$ cat src/rtl/jpeg_pkg.sv
// ---------------------------------------------------------------------------
// jpeg_pkg
// Shared constants and types for the JPEG entropy-coded stream back end.
//   JPEG_ACC_W        bit accumulator width of the packer
//   JPEG_MAX_CODE_W   widest legal Huffman codeword
//   JPEG_LEN_W        width of the codeword length field
//   JPEG_CNT_W        width of the accumulator fill counter (0..64)
//   JPEG_MARKER_BYTE  byte value that must be followed by a stuff byte
//   JPEG_STUFF_BYTE   byte inserted after every marker-valued data byte
//   pk_state_t        bit packer FSM states
// ---------------------------------------------------------------------------
package jpeg_pkg;

    localparam int JPEG_ACC_W      = 64;
    localparam int JPEG_MAX_CODE_W = 27;
    localparam int JPEG_LEN_W      = 5;
    localparam int JPEG_CNT_W      = 7;

    // Highest fill level at which a maximum-width codeword still fits.
    localparam int JPEG_IN_READY_MAX = JPEG_ACC_W - JPEG_MAX_CODE_W;

    localparam logic [7:0] JPEG_MARKER_BYTE = 8'hFF;
    localparam logic [7:0] JPEG_STUFF_BYTE  = 8'h00;

    typedef enum logic [1:0] {
        ST_RUN   = 2'd0,
        ST_STUFF = 2'd1,
        ST_FLUSH = 2'd2
    } pk_state_t;

    // Illegal lengths above the codeword width are treated as full width.
    function automatic logic [JPEG_LEN_W-1:0] clamp_len(input logic [JPEG_LEN_W-1:0] len);
        if (len > JPEG_LEN_W'(JPEG_MAX_CODE_W)) begin
            return JPEG_LEN_W'(JPEG_MAX_CODE_W);
        end
        return len;
    endfunction

endpackage

$ cat src/rtl/jpeg_bit_merge.sv
// ---------------------------------------------------------------------------
// jpeg_bit_merge
// Combinational accumulator update for the bit packer: optionally drops the
// head byte, then ORs a masked, left-aligned codeword in right after the
// valid bits that remain.
//   acc        current accumulator, MSB = oldest bit, bits below fill are 0
//   pop        head byte leaves this cycle (shift left by 8)
//   ins_pos    fill level after the pop; new bits start at this offset
//   push       a codeword is appended this cycle
//   code       codeword, left-aligned at the MSB, low bits are don't-care
//   length     number of valid codeword bits (already clamped)
//   acc_merged resulting accumulator
// ---------------------------------------------------------------------------
module jpeg_bit_merge
    import jpeg_pkg::*;
(
    input  logic [JPEG_ACC_W-1:0]      acc,
    input  logic                       pop,
    input  logic [JPEG_CNT_W-1:0]      ins_pos,
    input  logic                       push,
    input  logic [JPEG_MAX_CODE_W-1:0] code,
    input  logic [JPEG_LEN_W-1:0]      length,
    output logic [JPEG_ACC_W-1:0]      acc_merged
);

    logic [JPEG_MAX_CODE_W-1:0] code_mask;
    logic [JPEG_MAX_CODE_W-1:0] code_clean;
    logic [JPEG_ACC_W-1:0]      code_top;
    logic [JPEG_ACC_W-1:0]      code_placed;
    logic [JPEG_ACC_W-1:0]      acc_shifted;

    // Bit gi of the codeword is kept when its rank counted from the MSB
    // (1-based) does not exceed the length.
    genvar gi;
    for (gi = 0; gi < JPEG_MAX_CODE_W; gi++) begin : g_mask
        localparam logic [JPEG_LEN_W-1:0] RANK = JPEG_LEN_W'(JPEG_MAX_CODE_W - gi);
        assign code_mask[gi] = (length >= RANK);
    end

    assign code_clean  = code & code_mask;
    assign code_top    = {code_clean, {(JPEG_ACC_W - JPEG_MAX_CODE_W){1'b0}}};
    assign code_placed = code_top >> ins_pos;

    assign acc_shifted = pop ? {acc[JPEG_ACC_W-9:0], 8'h00} : acc;
    assign acc_merged  = push ? (acc_shifted | code_placed) : acc_shifted;

endmodule

$ cat src/rtl/jpeg_bit_packer.sv
// ---------------------------------------------------------------------------
// jpeg_bit_packer
// Packs variable-length Huffman codewords MSB-first into a JPEG
// entropy-coded byte stream, inserting a 0x00 after every 0xFF data byte.
// A flush pads the last partial byte with 1s, drains everything and then
// pulses done.
//   clk, rst       clock, synchronous active-high reset
//   code_in_valid  codeword strobe (accepted with in_ready)
//   code, length   left-aligned codeword and its bit count (0..27)
//   eob_in         codeword closes an 8x8 block (counted in blk_cnt)
//   flush          end-of-scan request (accepted with in_ready)
//   in_ready       packer can take a codeword / flush this cycle
//   out_valid, out_data, out_ready   byte stream handshake
//   done           one-cycle pulse when a flush has completed
//   blk_cnt        number of accepted eob_in codewords, wrapping
// ---------------------------------------------------------------------------
module jpeg_bit_packer
    import jpeg_pkg::*;
(
    input  logic                       clk,
    input  logic                       rst,
    input  logic                       code_in_valid,
    input  logic [JPEG_MAX_CODE_W-1:0] code,
    input  logic [JPEG_LEN_W-1:0]      length,
    input  logic                       eob_in,
    input  logic                       flush,
    output logic                       in_ready,
    output logic                       out_valid,
    output logic [7:0]                 out_data,
    input  logic                       out_ready,
    output logic                       done,
    output logic [15:0]                blk_cnt
);

    pk_state_t              state_reg, state_next;
    logic                   flush_pend_reg, flush_pend_next;
    logic [JPEG_ACC_W-1:0]  acc_reg, acc_next;
    logic [JPEG_CNT_W-1:0]  bit_cnt_reg, bit_cnt_next;
    logic [15:0]            blk_cnt_reg, blk_cnt_next;

    logic [JPEG_LEN_W-1:0]  len_c;
    logic                   push;
    logic                   flush_acc;
    logic                   byte_pop;
    logic [7:0]             head_byte;
    logic [7:0]             pad_mask;
    logic [JPEG_CNT_W-1:0]  pop_bits;
    logic [JPEG_CNT_W-1:0]  ins_pos;
    logic [JPEG_ACC_W-1:0]  acc_merged;

    assign len_c     = clamp_len(length);
    assign head_byte = acc_reg[JPEG_ACC_W-1 -: 8];

    // Bits below the fill level of a partial byte become 1s on flush.
    assign pad_mask  = 8'hFF >> bit_cnt_reg[2:0];

    // Uses the registered count only; a same-cycle pop is not credited, so
    // the worst case 37 + 27 exactly fills the accumulator. A pending flush
    // (including the stuff byte on the way into FLUSH) blocks new input.
    assign in_ready  = (state_reg != ST_FLUSH) && !flush_pend_reg &&
                       (bit_cnt_reg <= JPEG_CNT_W'(JPEG_IN_READY_MAX));
    assign push      = code_in_valid & in_ready;
    assign flush_acc = flush & in_ready;

    // ---------------------------------------------------------------------
    // FSM next-state and output decode
    // ---------------------------------------------------------------------
    always_comb begin
        state_next      = state_reg;
        flush_pend_next = flush_pend_reg | flush_acc;
        out_valid       = 1'b0;
        out_data        = head_byte;
        done            = 1'b0;
        byte_pop        = 1'b0;

        unique case (state_reg)
            ST_RUN: begin
                out_valid = (bit_cnt_reg >= JPEG_CNT_W'(8));
                byte_pop  = out_valid & out_ready;
                if (byte_pop && (head_byte == JPEG_MARKER_BYTE)) begin
                    state_next = ST_STUFF;
                end else if (flush_acc) begin
                    state_next = ST_FLUSH;
                end
            end

            ST_STUFF: begin
                out_valid = 1'b1;
                out_data  = JPEG_STUFF_BYTE;
                if (out_ready) begin
                    state_next = flush_pend_next ? ST_FLUSH : ST_RUN;
                end
            end

            ST_FLUSH: begin
                if (bit_cnt_reg == '0) begin
                    done            = 1'b1;
                    flush_pend_next = 1'b0;
                    state_next      = ST_RUN;
                end else begin
                    out_valid = 1'b1;
                    if (bit_cnt_reg < JPEG_CNT_W'(8)) begin
                        out_data = head_byte | pad_mask;
                    end
                    byte_pop = out_ready;
                    if (byte_pop && (out_data == JPEG_MARKER_BYTE)) begin
                        state_next = ST_STUFF;
                    end
                end
            end

            default: begin
                state_next = ST_RUN;
            end
        endcase
    end

    // ---------------------------------------------------------------------
    // Accumulator, fill count and block counter
    // ---------------------------------------------------------------------
    // A padded partial byte consumes all remaining bits; otherwise a pop
    // removes exactly 8. Pushes never coincide with a partial pop because
    // in_ready is low in FLUSH.
    always_comb begin
        pop_bits = '0;
        if (byte_pop) begin
            pop_bits = (bit_cnt_reg < JPEG_CNT_W'(8)) ? bit_cnt_reg : JPEG_CNT_W'(8);
        end
    end

    assign ins_pos      = bit_cnt_reg - pop_bits;
    assign bit_cnt_next = ins_pos + (push ? JPEG_CNT_W'(len_c) : JPEG_CNT_W'(0));
    assign blk_cnt_next = blk_cnt_reg + ((push && eob_in) ? 16'd1 : 16'd0);

    jpeg_bit_merge u_merge (
        .acc        (acc_reg),
        .pop        (byte_pop),
        .ins_pos    (ins_pos),
        .push       (push),
        .code       (code),
        .length     (len_c),
        .acc_merged (acc_merged)
    );

    // Completing a flush leaves a clean, empty accumulator.
    assign acc_next = done ? '0 : acc_merged;

    always_ff @(posedge clk) begin
        if (rst) begin
            state_reg      <= ST_RUN;
            flush_pend_reg <= 1'b0;
            acc_reg        <= '0;
            bit_cnt_reg    <= '0;
            blk_cnt_reg    <= '0;
        end else begin
            state_reg      <= state_next;
            flush_pend_reg <= flush_pend_next;
            acc_reg        <= acc_next;
            bit_cnt_reg    <= bit_cnt_next;
            blk_cnt_reg    <= blk_cnt_next;
        end
    end

    assign blk_cnt = blk_cnt_reg;

endmodule

$ cat config.mk
export PLATFORM = sky130hd
export DESIGN_NAME = jpeg_bit_packer
export DESIGN_NICKNAME = d
export VERILOG_FILES = /design/src/rtl/jpeg_pkg.sv /design/src/rtl/jpeg_bit_merge.sv /design/src/rtl/jpeg_bit_packer.sv
export SDC_FILE = /design/constraint.sdc
export NUM_CORES = 1
export LEC_CHECK = 0
export ABC_CLOCK_PERIOD_IN_PS = 4700
export BUFFER_PORTS_ARGS = -buffer_cell sky130_fd_sc_hd__buf_2
export CAP_MARGIN = 20
export CORE_ASPECT_RATIO = 1.5
export CORE_UTILIZATION = 40
export DETAILED_ROUTE_END_ITERATION = 16
export PLACE_DENSITY = 0.62
export SLEW_MARGIN = 20
export SYNTH_ARGS = -nofsm -noshare
export SYNTH_HDL_FRONTEND = slang
export SYNTH_HIERARCHICAL = 1
export SYNTH_SLANG_ARGS = --single-unit
$ cat constraint.sdc
create_clock -name clk -period 4.7 [get_ports clk]
set_clock_uncertainty 0.2 [all_clocks]
set_input_delay 0 -clock clk [delete_from_list [all_inputs] [get_ports clk]]
set_output_delay 0 -clock clk [all_outputs]
set_load 0.02 [all_outputs]
## Word level (Yosys, flattened, before mapping)

Cells that the tools add are included.

| storage, ports and cells | value |
|---|---|
| register bits after elaboration | 90 |
| word-level logic and storage cells | 95 |

| cells by class | value |
|---|---|
| equal/unequal tests | 8 |
| bitwise operators | 7 |
| reduce and logical (&&, ||, !) cells | 10 |
| shift operators | 2 |
| order comparisons | 31 |
| mux-type cells | 29 |
| add/sub/neg operators | 3 |

Operator list:

| operator | number |
|---|---|
| 64-bit two-way mux | 2 |
| 64-bit OR | 1 |
| 64-bit by 7-bit >> shifter with 64-bit output | 1 |
| 5-bit >= comparator, second input constant | 12 |
| 5-bit by 4-bit >= comparator with 1-bit output, second input constant | 8 |
| 8-bit two-way mux | 4 |
| 27-bit AND | 1 |
| 5-bit by 3-bit >= comparator with 1-bit output, second input constant | 4 |
| 16-bit by 1-bit adder with 16-bit output | 1 |
| 8-bit equality test, second input constant | 2 |
| 8-bit case mux with 2 select lines | 1 |
| 5-bit two-way mux | 3 |
| 7-bit two-way mux | 2 |
| 2-bit two-way mux | 6 |
| 5-bit by 2-bit >= comparator with 1-bit output, second input constant | 2 |
| 1-bit two-way mux | 8 |
| 8-bit OR | 1 |
| 8-bit by 3-bit >> shifter with 8-bit output, first input constant | 1 |
| 7-bit by 5-bit adder with 7-bit output | 1 |
| 7-bit by 4-bit >= comparator with 1-bit output, second input constant | 1 |
| 7-bit by 6-bit less-or-equal comparator with 1-bit output, second input constant | 1 |
| 7-bit zero test | 1 |
| 7-bit by 4-bit < comparator with 1-bit output, second input constant | 1 |
| 7-bit subtractor | 1 |
| other kinds (16) | 24 |

## Depth between registers and ports, before layout

Gate-level depths: netlist (run 1).

| depth | value |
|---|---|
| word-level depth | 10 |
| gate-level depth with buffers | 21 |
| gate-level depth less buffers | 19 |

## Cells and area by module

The synthesis (run 1) kept the hierarchy.

Modules (own cells, without submodules):

| module | instances | cells each | sequential area each (µm²) | area an instance (µm²) |
|---|---|---|---|---|
| jpeg_bit_merge | 1 | 580 | 0.0 | 3,804.9 |
| jpeg_bit_packer | 1 | 385 | 1,801.7 | 3,672.3 |

## Worst setup path before layout (run 1)

Ideal clock, no wire load.

| timing path | value |
|---|---|
| path type | register to register |
| start point | register bit_cnt_reg[1] |
| end point | register acc_reg[21] |
| setup slack | 0.517 ns |
| clock period less this slack | 4.183 ns |
| data arrival time | 3.868 ns |
| buffers on the path | 4 |
| stages on the path, launching flop included | 20 |
| cell sequence | dfxtp_1 buf_2 nor2_1 nand2_1 nand2_1 a21boi_0 and3_1 ha_1 inv_1 fa_1 a21o_1 a21oi_1 xnor2_1 clkbuf_1 inv_1 clkbuf_1 clkbuf_1 nor2_1 a221o_1 and2_1 |

| between the ends | value |
|---|---|
| longest elaborated chain between the ends | 8 |
| elaborated cells between the ends (all ways) | 19 |

Ends and longest elaborated chain:

| what | line | source |
|---|---|---|
| start, declared | jpeg_bit_packer.sv:38 | `logic [JPEG_CNT_W-1:0] bit_cnt_reg, bit_cnt_next;` |
| start signal, assigned | jpeg_bit_packer.sv:159 | `bit_cnt_reg <= bit_cnt_next;` |
| 7-bit by 4-bit >= comparator with 1-bit output / 7-bit zero test (equally long branches) | jpeg_bit_packer.sv:78, jpeg_bit_packer.sv:96 |  |
| 1-bit AND / 1-bit two-way mux (equally long branches) | jpeg_bit_packer.sv:79, jpeg_bit_packer.sv:96 |  |
| 1-bit case mux with 2 select lines * | jpeg_bit_packer.sv:76 | `unique case (state_reg)` |
| named net byte_pop | jpeg_bit_packer.sv:44 | `logic byte_pop;` |
| 7-bit two-way mux * | jpeg_bit_packer.sv:126 | `if (byte_pop) begin` |
| 7-bit subtractor * | jpeg_bit_packer.sv:131 | `assign ins_pos = bit_cnt_reg - pop_bits;` |
| named net ins_pos[4] | jpeg_bit_packer.sv:48 | `logic [JPEG_CNT_W-1:0] ins_pos;` |
| 64-bit by 7-bit >> shifter with 64-bit output * | jpeg_bit_merge.sv:42 | `assign code_placed = code_top >> ins_pos;` |
| 64-bit OR * | jpeg_bit_merge.sv:45 | `assign acc_merged = push ? (acc_shifted \| code_placed) : acc_shifted;` |
| 64-bit two-way mux * | jpeg_bit_merge.sv:45 |  |
| named net acc_merged[21] | jpeg_bit_packer.sv:49 | `logic [JPEG_ACC_W-1:0] acc_merged;` |
| end signal, assigned | jpeg_bit_packer.sv:158 | `acc_reg <= acc_next;` |
| end, declared | jpeg_bit_packer.sv:37 | `logic [JPEG_ACC_W-1:0] acc_reg, acc_next;` |

Mark *: on every way through the listed nets, which the timed path passes. The rest lies on a longest branch.
A chain may end at the register's enable or synchronous reset.

## Worst setup path after layout (run 1)

| timing path | value |
|---|---|
| start point | register state_reg[0] |
| end point | register acc_reg[22] |

| between the ends | value |
|---|---|
| longest elaborated chain between the ends | 7 |
| elaborated cells between the ends (all ways) | 15 |

Ends and longest elaborated chain:

| what | line | source |
|---|---|---|
| start, declared | jpeg_bit_packer.sv:35 | `pk_state_t state_reg, state_next;` |
| start signal, assigned | jpeg_bit_packer.sv:156 | `state_reg <= state_next;` |
| 2-bit equality test / 2-bit zero test (equally long branches) | jpeg_bit_packer.sv:76 |  |
| 1-bit case mux with 2 select lines * | jpeg_bit_packer.sv:76 |  |
| named net byte_pop | jpeg_bit_packer.sv:44 |  |
| 7-bit two-way mux * | jpeg_bit_packer.sv:126 |  |
| 7-bit subtractor * | jpeg_bit_packer.sv:131 |  |
| named net ins_pos[0] | jpeg_bit_packer.sv:48 |  |
| 64-bit by 7-bit >> shifter with 64-bit output * | jpeg_bit_merge.sv:42 |  |
| 64-bit OR * | jpeg_bit_merge.sv:45 |  |
| 64-bit two-way mux * | jpeg_bit_merge.sv:45 |  |
| named net acc_merged[22] | jpeg_bit_packer.sv:49 |  |

Marks and branches as above.

==> results of run 1 <==
[critical path, stage by stage (launching register included)]
cell,delay [ns]
dfxtp_1,0.36
inv_1,0.09
ha_1,0.27
o21ai_0,0.32
a21boi_4,0.10
and3_1,0.20
ha_1,0.30
inv_2,0.30
buf_4,0.23
buf_4,0.17
mux2i_1,0.08
o32ai_1,0.54
o22ai_1,0.16
mux2i_1,0.52
a211oi_1,0.19
o21a_1,0.15
o21ai_0,0.13
and2_1,0.13
[per-layer routing]
| metal | wire length, µm | GRT usage |
|---|---|---|
| met5 | 0 | 0 |
| met4 | 1160 | 0.134 |
| met3 | 1220 | 0.0204 |
| met2 | 12500 | 0.465 |
| met1 | 10100 | 0.310 |
[worst paths after layout]
path | depth (start not counted) | end | slack (ns) | start
min reg2reg | 2 | blk_cnt[15]$_SDFF_PP0_ | 0.31 | blk_cnt[15]$_SDFF_PP0_
max reg2reg | 17 | acc_reg[22]$_SDFF_PP0_ | 0.20 | state_reg[0]$_SDFFE_PP0P_
max | 17 | acc_reg[22]$_SDFF_PP0_ | 0.20 | state_reg[0]$_SDFFE_PP0P_
min | 5 | state_reg[1]$_SDFFE_PP0P_ | 0.02 | out_ready
[layout by cell type (no fill, tap or decap), types with 12 or more instances in the layout]
master	netlist	layout
and3_1	15	15
o22ai_1	16	16
inv_1	31	29
mux2_2	17	17
a221o_1	13	13
nor2_1	90	86
nor3_1	24	23
a21oi_1	41	41
nand2_1	67	66
a31oi_1	16	16
o21ai_0	67	67
a221oi_1	12	12
mux2i_1	76	76
dfxtp_1	90	90
and2_1	73	72
nand3_1	15	15
ha_1	17	17
a211oi_1	14	14
buf_4	7	58
nor2b_1	25	24
buf_2	14	64
[report_power, final]
group	switching (mW)	internal [mW]
Sequential	0.0827	0.893
Combinational	3.25	1.91
Clock	0.326	0.432
[through the flow]
step	power (mW)	instance area, µm²	setup slack, ns	util
finish	6.89	8650	0.198	0.478
global route	7.31	8650	-0.150	0.478
CTS	6.67	8600	0.149	0.475
detailed placement	5.88	8230	0.169	0.455
global placement	5.87	8230	0.229	0.455
floorplan	4.36	7480	0.517	-
[layout make-up]
type,instances,area share
clock inverter,6,0.00824
timing repair buffer,128,0.0943
inverter,33,0.0148
sequential,90,0.208
clock buffer,10,0.0276
tap,248,0.0359
multi-input combinational,772,0.611
[cell families (layout without fill, tap and decap cells)]
logic type      Yosys count  in the layout
other cells               1              2
simple gates            355            355
fa+ha+maj                19             19
flops                    90             90
buf+inv                 104            177
compound gates          279            279
xor+xnor                 20             20
mux                      97             97
[what timing repair did]
item,in CTS,in global routing
hold buffers,6,0
endpoints found under the hold margin,23,0
setup endpoints to repair,0,25
buffers inserted,0,4
resized for setup,0,8
==> impl_metrics.csv, run 1 <==
group,metric,value,unit
finish,final_cell_count_no_fill,1287,
timing,setup_viol,0,
power,irDropWorstVdd,0.000341,V
timing,period_share,0.958,
placed_design,place.gp.congestion,1.00,
yosys,yosysSeqAreaShare,0.241,
power,power.leakage,3.51,nW
finish,drive_gt1_frac,0.178,
finish,area_growth,15.7,%
floorplan,die_area,19300,µm²
yosys,yosys.area_share.simple,0.243,
yosys,avgSynthCellArea,7.75,µm²
finish,antenna_cells,0,
yosys,synth_xor_area_frac,0.0234,
worst_setup_path,crit_type,"register to register",
clocking,htree_levels,3,
yosys,synth_adder_area_share,0.0338,
finish,fillers,1855,
floorplan,ios,65,
yosys,synth.area.mux_share,0.137,
drt,routed_wl,25.0,mm
grt,grt_antenna_before_repair,0,
grt,grt_start_max_net_pins,65,
yosys,synth_top_family_by_area,"compound AO/OA/AOI/OAI gates",
finish,multi_input_area,5290,µm²
finish,seq_area,1800,µm²
finish,largest_reg_flops,64,
worst_setup_path,path_max_fanout,19,
timing,fmax,222,MHz
floorplan,core_area,18100,µm²
timing,fin_hold_ws,0.0211,ns
grt,grt_pass1_wl,39.6,mm
yosys,synth_compound_area_frac,0.260,
yosys,async_reset_ff_frac,0,
drt,wl_per_cell,19.5,µm
placed_design,port_buffers,64,
drt,detail_route.vias_per_cell,6.03,
drt,drt_iter0_drc,596,
worst_setup_path,required,4.79,ns
run_status,outcome,"complete, no violations",
grt,grt_usage,0.261,
timing,grt_setup_unrepaired,"true",
power,powerDensity,796,nW/µm²
yosys,yosysUniqueCellTypes,77,
yosys,yosys_register_bits,90,
yosys,synth-warning-count,6,
timing,maxSlewViolCount,0,
yosys,synth_top_area_frac,0.241,
worst_setup_path,start_kind,"register",
drt,vias,7764,
clocking,clock-sinks,90,
yosys,syn_area,7480,µm²
drt,drc,0,
timing,worst_slew_pin_slew,0.831,ns
floorplan,rows,60,
finish,nets,1091,
drt,dr.pass1.iters,5,
yosys,yosysTopAreaCell,"dfxtp_1",
clocking,clock_latency,0.34,ns
timing,tns,0,ns
worst_hold_path,hp-class,"input pin to register",
worst_setup_path,worstSetupEndpointType,"register",
clocking,cts_buffers,9,
floorplan,start_util,0.413,
timing,hold_violations,0,
grt,grt-ovfl-total,0,
grt,grt_pass1_vias,7366,
yosys,synth_flop_cell,"dfxtp_1",
placed_design,place_inst,1261,
floorplan,die_y,169,µm
yosys,synth.top_cells.by_count,"dfxtp_1, nor2_1, mux2i_1",
job,drv_cap,0,
placed_design,hpwl,19.1,mm
clocking,clk_path_buf_depth,2,
yosys,yosys-top-cells-area,"dfxtp_1, mux2i_1, and2_1",
timing,maxSlewHeadroom,0.440,
timing,period_needed,4.50,ns
clocking,root_buffer,"clkbuf_16",
floorplan,die_x,114,µm
worst_setup_path,arrival,4.59,ns
yosys,synth_cells,965,
clocking,clk_pin_slew,0.06,ns
clocking,cts_tree,"done",
yosys,synth-edff-count,0,
drt,drtAntennaViolNets,0,
(Power assumes the default switching activity.)
==> inputs of run 2 (changes only) <==
RECOVER_POWER = 50   (was default)
TNS_END_PERCENT = 10   (was default)
==> run 2 against run 1 <==
- sequential power barely moved
- setup slack improved by 0.028 ns
- via count fell by 0.67%
- non-clock buffer count did not move
- clock-buffer cell count did not move
- register-to-register slack improved by 0.03 ns
- sequential share of layout area rose by 0.15 points
- final cell count did not move
- critical endpoint is now acc_reg[34]$_SDFF_PP0_
- largest cell class unchanged
- largest power group unchanged
- highest routed layer unchanged
==> impl_metrics.csv, run 2 (synthesis gave the netlist of run 1 again) <==
group,metric,value,unit
drt,dr.pass1.iters,6,
floorplan,core_area,18100,µm²
grt,grt_start_max_net_pins,65,
job,drv_cap,0,
finish,area_growth,14.9,%
timing,fmax,224,MHz
finish,drive_gt1_frac,0.149,
floorplan,die_y,169,µm
drt,routed_wl,25.0,mm
power,powerDensity,798,nW/µm²
drt,drtAntennaViolNets,0,
placed_design,place.gp.congestion,1.00,
drt,wl_per_cell,19.4,µm
run_status,outcome,"complete, no violations",
clocking,clk_pin_slew,0.07,ns
clocking,clock-sinks,90,
finish,largest_reg_flops,64,
placed_design,place_area,8230,µm²
finish,nets,1091,
finish,final_cell_count_no_fill,1287,
power,power.leakage,3.39,nW
clocking,cts_buffers,9,
finish,layout_common_cells,"dfxtp_1, nor2_1, mux2i_1, and2_1, o21ai_0",
grt,grt_pass1_vias,7366,
grt,grt_pass1_wl,39.6,mm
finish,final_common_cell,"dfxtp_1",
clocking,clk_path_buf_depth,2,
placed_design,place_inst,1261,
timing,fin_ws,0.226,ns
worst_hold_path,hp-class,"input pin to register",
worst_setup_path,required,4.79,ns
timing,setup_viol,0,
clocking,htree_levels,3,
drt,drt_iter0_drc,600,
floorplan,die_area,19300,µm²
worst_setup_path,worstSetupEndpointType,"register",
floorplan,start_util,0.413,
finish,fillers,1867,
clocking,root_buffer,"clkbuf_16",
grt,grt_antenna_before_repair,0,
finish,antenna_cells,0,
grt,grt-ovfl-total,0,
drt,drc,0,
floorplan,ios,65,
clocking,clock_latency,0.35,ns
power,finalPower,6.86,mW
timing,worst_slew_pin_slew,0.873,ns
worst_setup_path,arrival,4.57,ns
worst_setup_path,crit_type,"register to register",
clocking,cts_tree,"done",
timing,fin_hold_ws,0.0243,ns
timing,period_needed,4.47,ns
drt,detail_route.vias_per_cell,5.99,
power,irDropWorstVdd,0.000342,V
floorplan,rows,60,
drt,vias,7712,
timing,maxSlewViolCount,0,
timing,hold_violations,0,
timing,grt_setup_unrepaired,"true",
grt,grt_usage,0.261,
placed_design,hpwl,19.1,mm
worst_setup_path,start_kind,"register",
timing,maxSlewHeadroom,0.412,
placed_design,place_ws,0.169,ns
timing,period_share,0.952,
finish,final_cell_area,8590,µm²
worst_setup_path,path_max_fanout,19,
placed_design,port_buffers,64,
floorplan,die_x,114,µm
==> run 2: final cells by class <==
cell class / count / area [µm²] / area share
multi-input combinational: 772 / 5270 / 0.613
inverter: 33 / 128 / 0.0149
sequential: 90 / 1800 / 0.210
clock inverter: 6 / 71.3 / 0.00830
tap: 248 / 310 / 0.0361
timing repair buffer: 128 / 776 / 0.0903
clock buffer: 10 / 239 / 0.0278
==> run 2: path summary, 6_finish.rpt <==
check | depth (start not counted) | end | slack (ns) | startpoint
worst min-delay path | 4 | state_reg[1]$_SDFFE_PP0P_ | 0.02 | out_ready
worst max-delay path | 16 | acc_reg[34]$_SDFF_PP0_ | 0.23 | state_reg[0]$_SDFFE_PP0P_
worst max register to register | 16 | acc_reg[34]$_SDFF_PP0_ | 0.23 | state_reg[0]$_SDFFE_PP0P_
worst min register to register | 2 | blk_cnt[15]$_SDFF_PP0_ | 0.32 | blk_cnt[15]$_SDFF_PP0_
==> run 2: power by group <==
part	internal (mW)	total [mW]	leakage, nW	switching (mW)
registers	0.893	0.976	0.728	0.0828
clock network	0.432	0.760	0.146	0.328
logic	1.88	5.12	2.52	3.24
==> run 2: metrics by stage <==
step | util | setup TNS [ns]
final | 0.475 | 0
after global routing | 0.475 | -0.510
after CTS | 0.475 | 0
after detailed placement | 0.455 | 0
after global placement | 0.455 | 0
after floorplan | - | 0
==> run 2: per-layer routing <==
metal / share of wire / up-vias / GRT usage
li1: - / 3672 / -
met1: 0.41 / 3650 / 0.310
met2: 0.50 / 316 / 0.465
met3: 0.046 / 74 / 0.0204
met4: 0.047 / 0 / 0.134
met5: 0 / - / 0
==> run 2: worst max-delay path: stages (launching register included) <==
cell and delay, ns:
dfxtp_1 0.36, inv_1 0.09, ha_1 0.27, o21ai_0 0.32
a21boi_4 0.10, and3_1 0.20, ha_1 0.30, inv_2 0.30
buf_4 0.25, nand3_1 0.09, o22ai_1 0.54, o22ai_1 0.15
a211oi_1 0.47, mux2i_1 0.19, mux2_2 0.33, o21ai_0 0.14
and2_1 0.13
==> run 2: timing repair <==
action,CTS,global route
resized for setup,0,8
hold endpoints to repair,23,0
hold buffers,6,0
endpoints found under the setup margin,0,25
buffers inserted,0,4
==> inputs of run 3 (changes only) <==
BUFFER_PORTS_ARGS = default   (was -buffer_cell sky130_fd_sc_hd__buf_2)
DONT_BUFFER_PORTS = 1   (was default)
PLACE_DENSITY = 0.59   (was 0.62)
==> run 3 against run 2 <==
- first-iteration DRC count is 5.7% lower
- hold slack lost 0.010 ns
- die area unchanged
- via count down 3.8%
- largest cell class unchanged
- flip-flop and latch count stayed put
- power up 1.3%
- non-clock buffer count down 61
- combinational power increased by 1%
- design area fell by 2.3%
- register-to-register slack barely moved
==> impl_metrics.csv, run 3 (synthesis gave the netlist of run 1 again) <==
group,metric,value,unit
run_status,outcome,"complete, no violations",
drt,top_layer,"met4",
finish,area_growth,12.3,%
worst_setup_path,required,4.79,ns
floorplan,die_area,19300,µm²
floorplan,start_util,0.413,
power,irDropWorstVdd,0.000400,V
worst_setup_path,start_kind,"register",
placed_design,place_area,7960,µm²
finish,layout_common_cells,"dfxtp_1, nor2_1, mux2i_1, and2_1",
timing,fmax,223,MHz
timing,worst_slew_pin_slew,0.796,ns
worst_setup_path,worstSetupStartpoint,"state_reg[0]$_SDFFE_PP0P_",
placed_design,port_buffers,0,
drt,drt_iter0_drc,566,
power,p_sw_frac,0.529,
timing,maxSlewHeadroom,0.463,
drt,routed_wl,25.1,mm
clocking,clk_path_buf_depth,2,
finish,postLayoutCoreUtil,0.464,
clocking,clk_pin_slew,0.07,ns
finish,largest_reg_flops,64,
floorplan,die_x,114,µm
drt,dr_wl_met3,1.19,mm
finish,final_cell_area,8400,µm²
finish,final_common_cell,"dfxtp_1",
clocking,clock_latency,0.35,ns
power,power_frac_comb,0.745,
clocking,cts_buffers,9,
grt,grt-ovfl-total,0,
clocking,root_buffer,"clkbuf_16",
worst_setup_path,slowest_delay,0.44,ns
floorplan,die_y,169,µm
floorplan,core_area,18100,µm²
timing,grt_setup_unrepaired,"true",
worst_setup_path,crit_type,"register to register",
grt,grt_pass1_wl,39.3,mm
drt,detail_route.vias_per_cell,6.06,
power,p_int,3.27,mW
finish,nets,1030,
finish,drive_gt1_frac,0.118,
placed_design,hpwl,19.0,mm
power,seqPwrFrac,0.142,
floorplan,ios,65,
worst_setup_path,critPathBufInv,5,
drt,wl_per_cell,20.5,µm
worst_setup_path,cpMaxStageDelayCell,"or3_1",
grt,grt_pass1_vias,7287,
drt,dr_wl_met2,12.3,mm
grt,grt_usage,0.261,
clocking,post_cts_buffers,0,
worst_setup_path,critical-path-top-delay-family,"buffers and inverters",
drt,drc,0,
drt,drtAntennaViolNets,0,
placed_design,place_ws,0.236,ns
grt,grt_start_max_net_pins,65,
clocking,clock-sinks,90,
worst_setup_path,worstSetupEndpointType,"register",
worst_setup_path,r2r_slack,0.22,ns
grt,grt_antenna_before_repair,0,
timing,period_share,0.953,
worst_setup_path,cp.depth,18,
timing,setup_viol,0,
floorplan,rows,60,
worst_hold_path,hp-class,"input pin to register",
clocking,cts_tree,"done",
drt,vias,7421,
power,finalPower,6.94,mW
timing,fin_hold_ws,0.0143,ns
worst_setup_path,reg2regPathDepth,18,
timing,hold_violations,0,
timing,period_needed,4.48,ns
worst_setup_path,path_max_fanout,50,
placed_design,place.gp.congestion,0.957,
timing,maxSlewViolCount,0,
drt,wl_met1,10.2,mm
clocking,htree_levels,3,
worst_setup_path,arrival,4.57,ns
worst_setup_path,crit_end,"acc_reg[3]$_SDFF_PP0_",
timing,fin_ws,0.222,ns
power,p_clk_frac,0.114,
worst_setup_path,reg2reg_to,"acc_reg[3]$_SDFF_PP0_",
worst_setup_path,path_cells,"inv_1, ha_1, o21ai_0, a21boi_4, and3_1, ha_1, inv_1, fa_1, buf_4, xor2_4, buf_12, clkinvlp_4, or3_1, o22ai_1, mux2i_2, mux2i_1, a22o_1, and2_1",
worst_setup_path,reg2reg_from,"state_reg[0]$_SDFFE_PP0P_",
power,powerDensity,827,nW/µm²
power,p_sw,3.67,mW
power,power.leakage,3.25,nW
job,drv_cap,0,
finish,antenna_cells,0,
drt,dr.pass1.iters,5,
==> run 3: changes by cell type in the layout (fill, tap and decap cells not counted), sizes merged <==
cell and delta:
buf -39, bufinv +1, clkbuf -24, clkinv +1
clkinvlp -2, dlygate4sd3 +2, inv -2
==> run 3: worst min-delay path: stages <==
cell,delay [ns]
and3_1,0.13
ha_1,0.15
a21oi_1,0.06
xnor2_1,0.13
nor2_1,0.04
==> run 3: timing repair <==
item,in CTS,in global routing
setup endpoints to repair,0,14
hold endpoints to repair,90,0
hold buffers,9,0
gates resized for setup,0,8
==> run 3: area by class of cell <==
cell class	instances	area, µm²
well taps	248	310
clock inverters	4	77.6
repair buffers	67	559
flip-flops and latches	90	1800
inverters	33	128
clock buffers	10	239
fillers	1803	9700
multi-input cells	772	5280
==> run 3: worst min-delay path by stage <==
stage / from / to / slack [ns] / cells after the start
finish: code_in_valid / bit_cnt_reg[3]$_SDFF_PP0_ / 0.01 / 5
global route: code_in_valid / bit_cnt_reg[3]$_SDFF_PP0_ / 0.08 / 5
CTS: code_in_valid / bit_cnt_reg[3]$_SDFF_PP0_ / 0.009 / 5
detailed placement: rst / bit_cnt_reg[1]$_SDFF_PP0_ / -0.12 / 1
global placement: rst / blk_cnt[6]$_SDFF_PP0_ / -0.12 / 1
floorplan: flush / flush_pend_reg$_SDFF_PP0_ / -0.003 / 2
==> run 3: layer usage <==
layer,vias up,global-route usage
met1,3471,0.298
met4,0,0.160
met2,311,0.463
met3,87,0.0289
met5,-,0
li1,3552,-
==> run 3: power by group through the flow <==
stage | Clock [mW] | Sequential (mW) | Combinational [mW]
after floorplan | 0 | 0.974 | 3.39
after global placement | 0 | 0.999 | 5.00
after detailed placement | 0 | 1.00 | 4.99
after CTS | 0.801 | 0.984 | 5.03
after global routing | 0.819 | 0.997 | 5.50
final | 0.789 | 0.983 | 5.17
==> run 3: through the flow <==
step           setup TNS, ns  instances
4_1_cts                    0       1223
3_5_place_dp               0       1200
3_3_place_gp               0       1200
5_1_grt              -0.0512       1224
6_report                   0       1224
2_1_floorplan              0        966
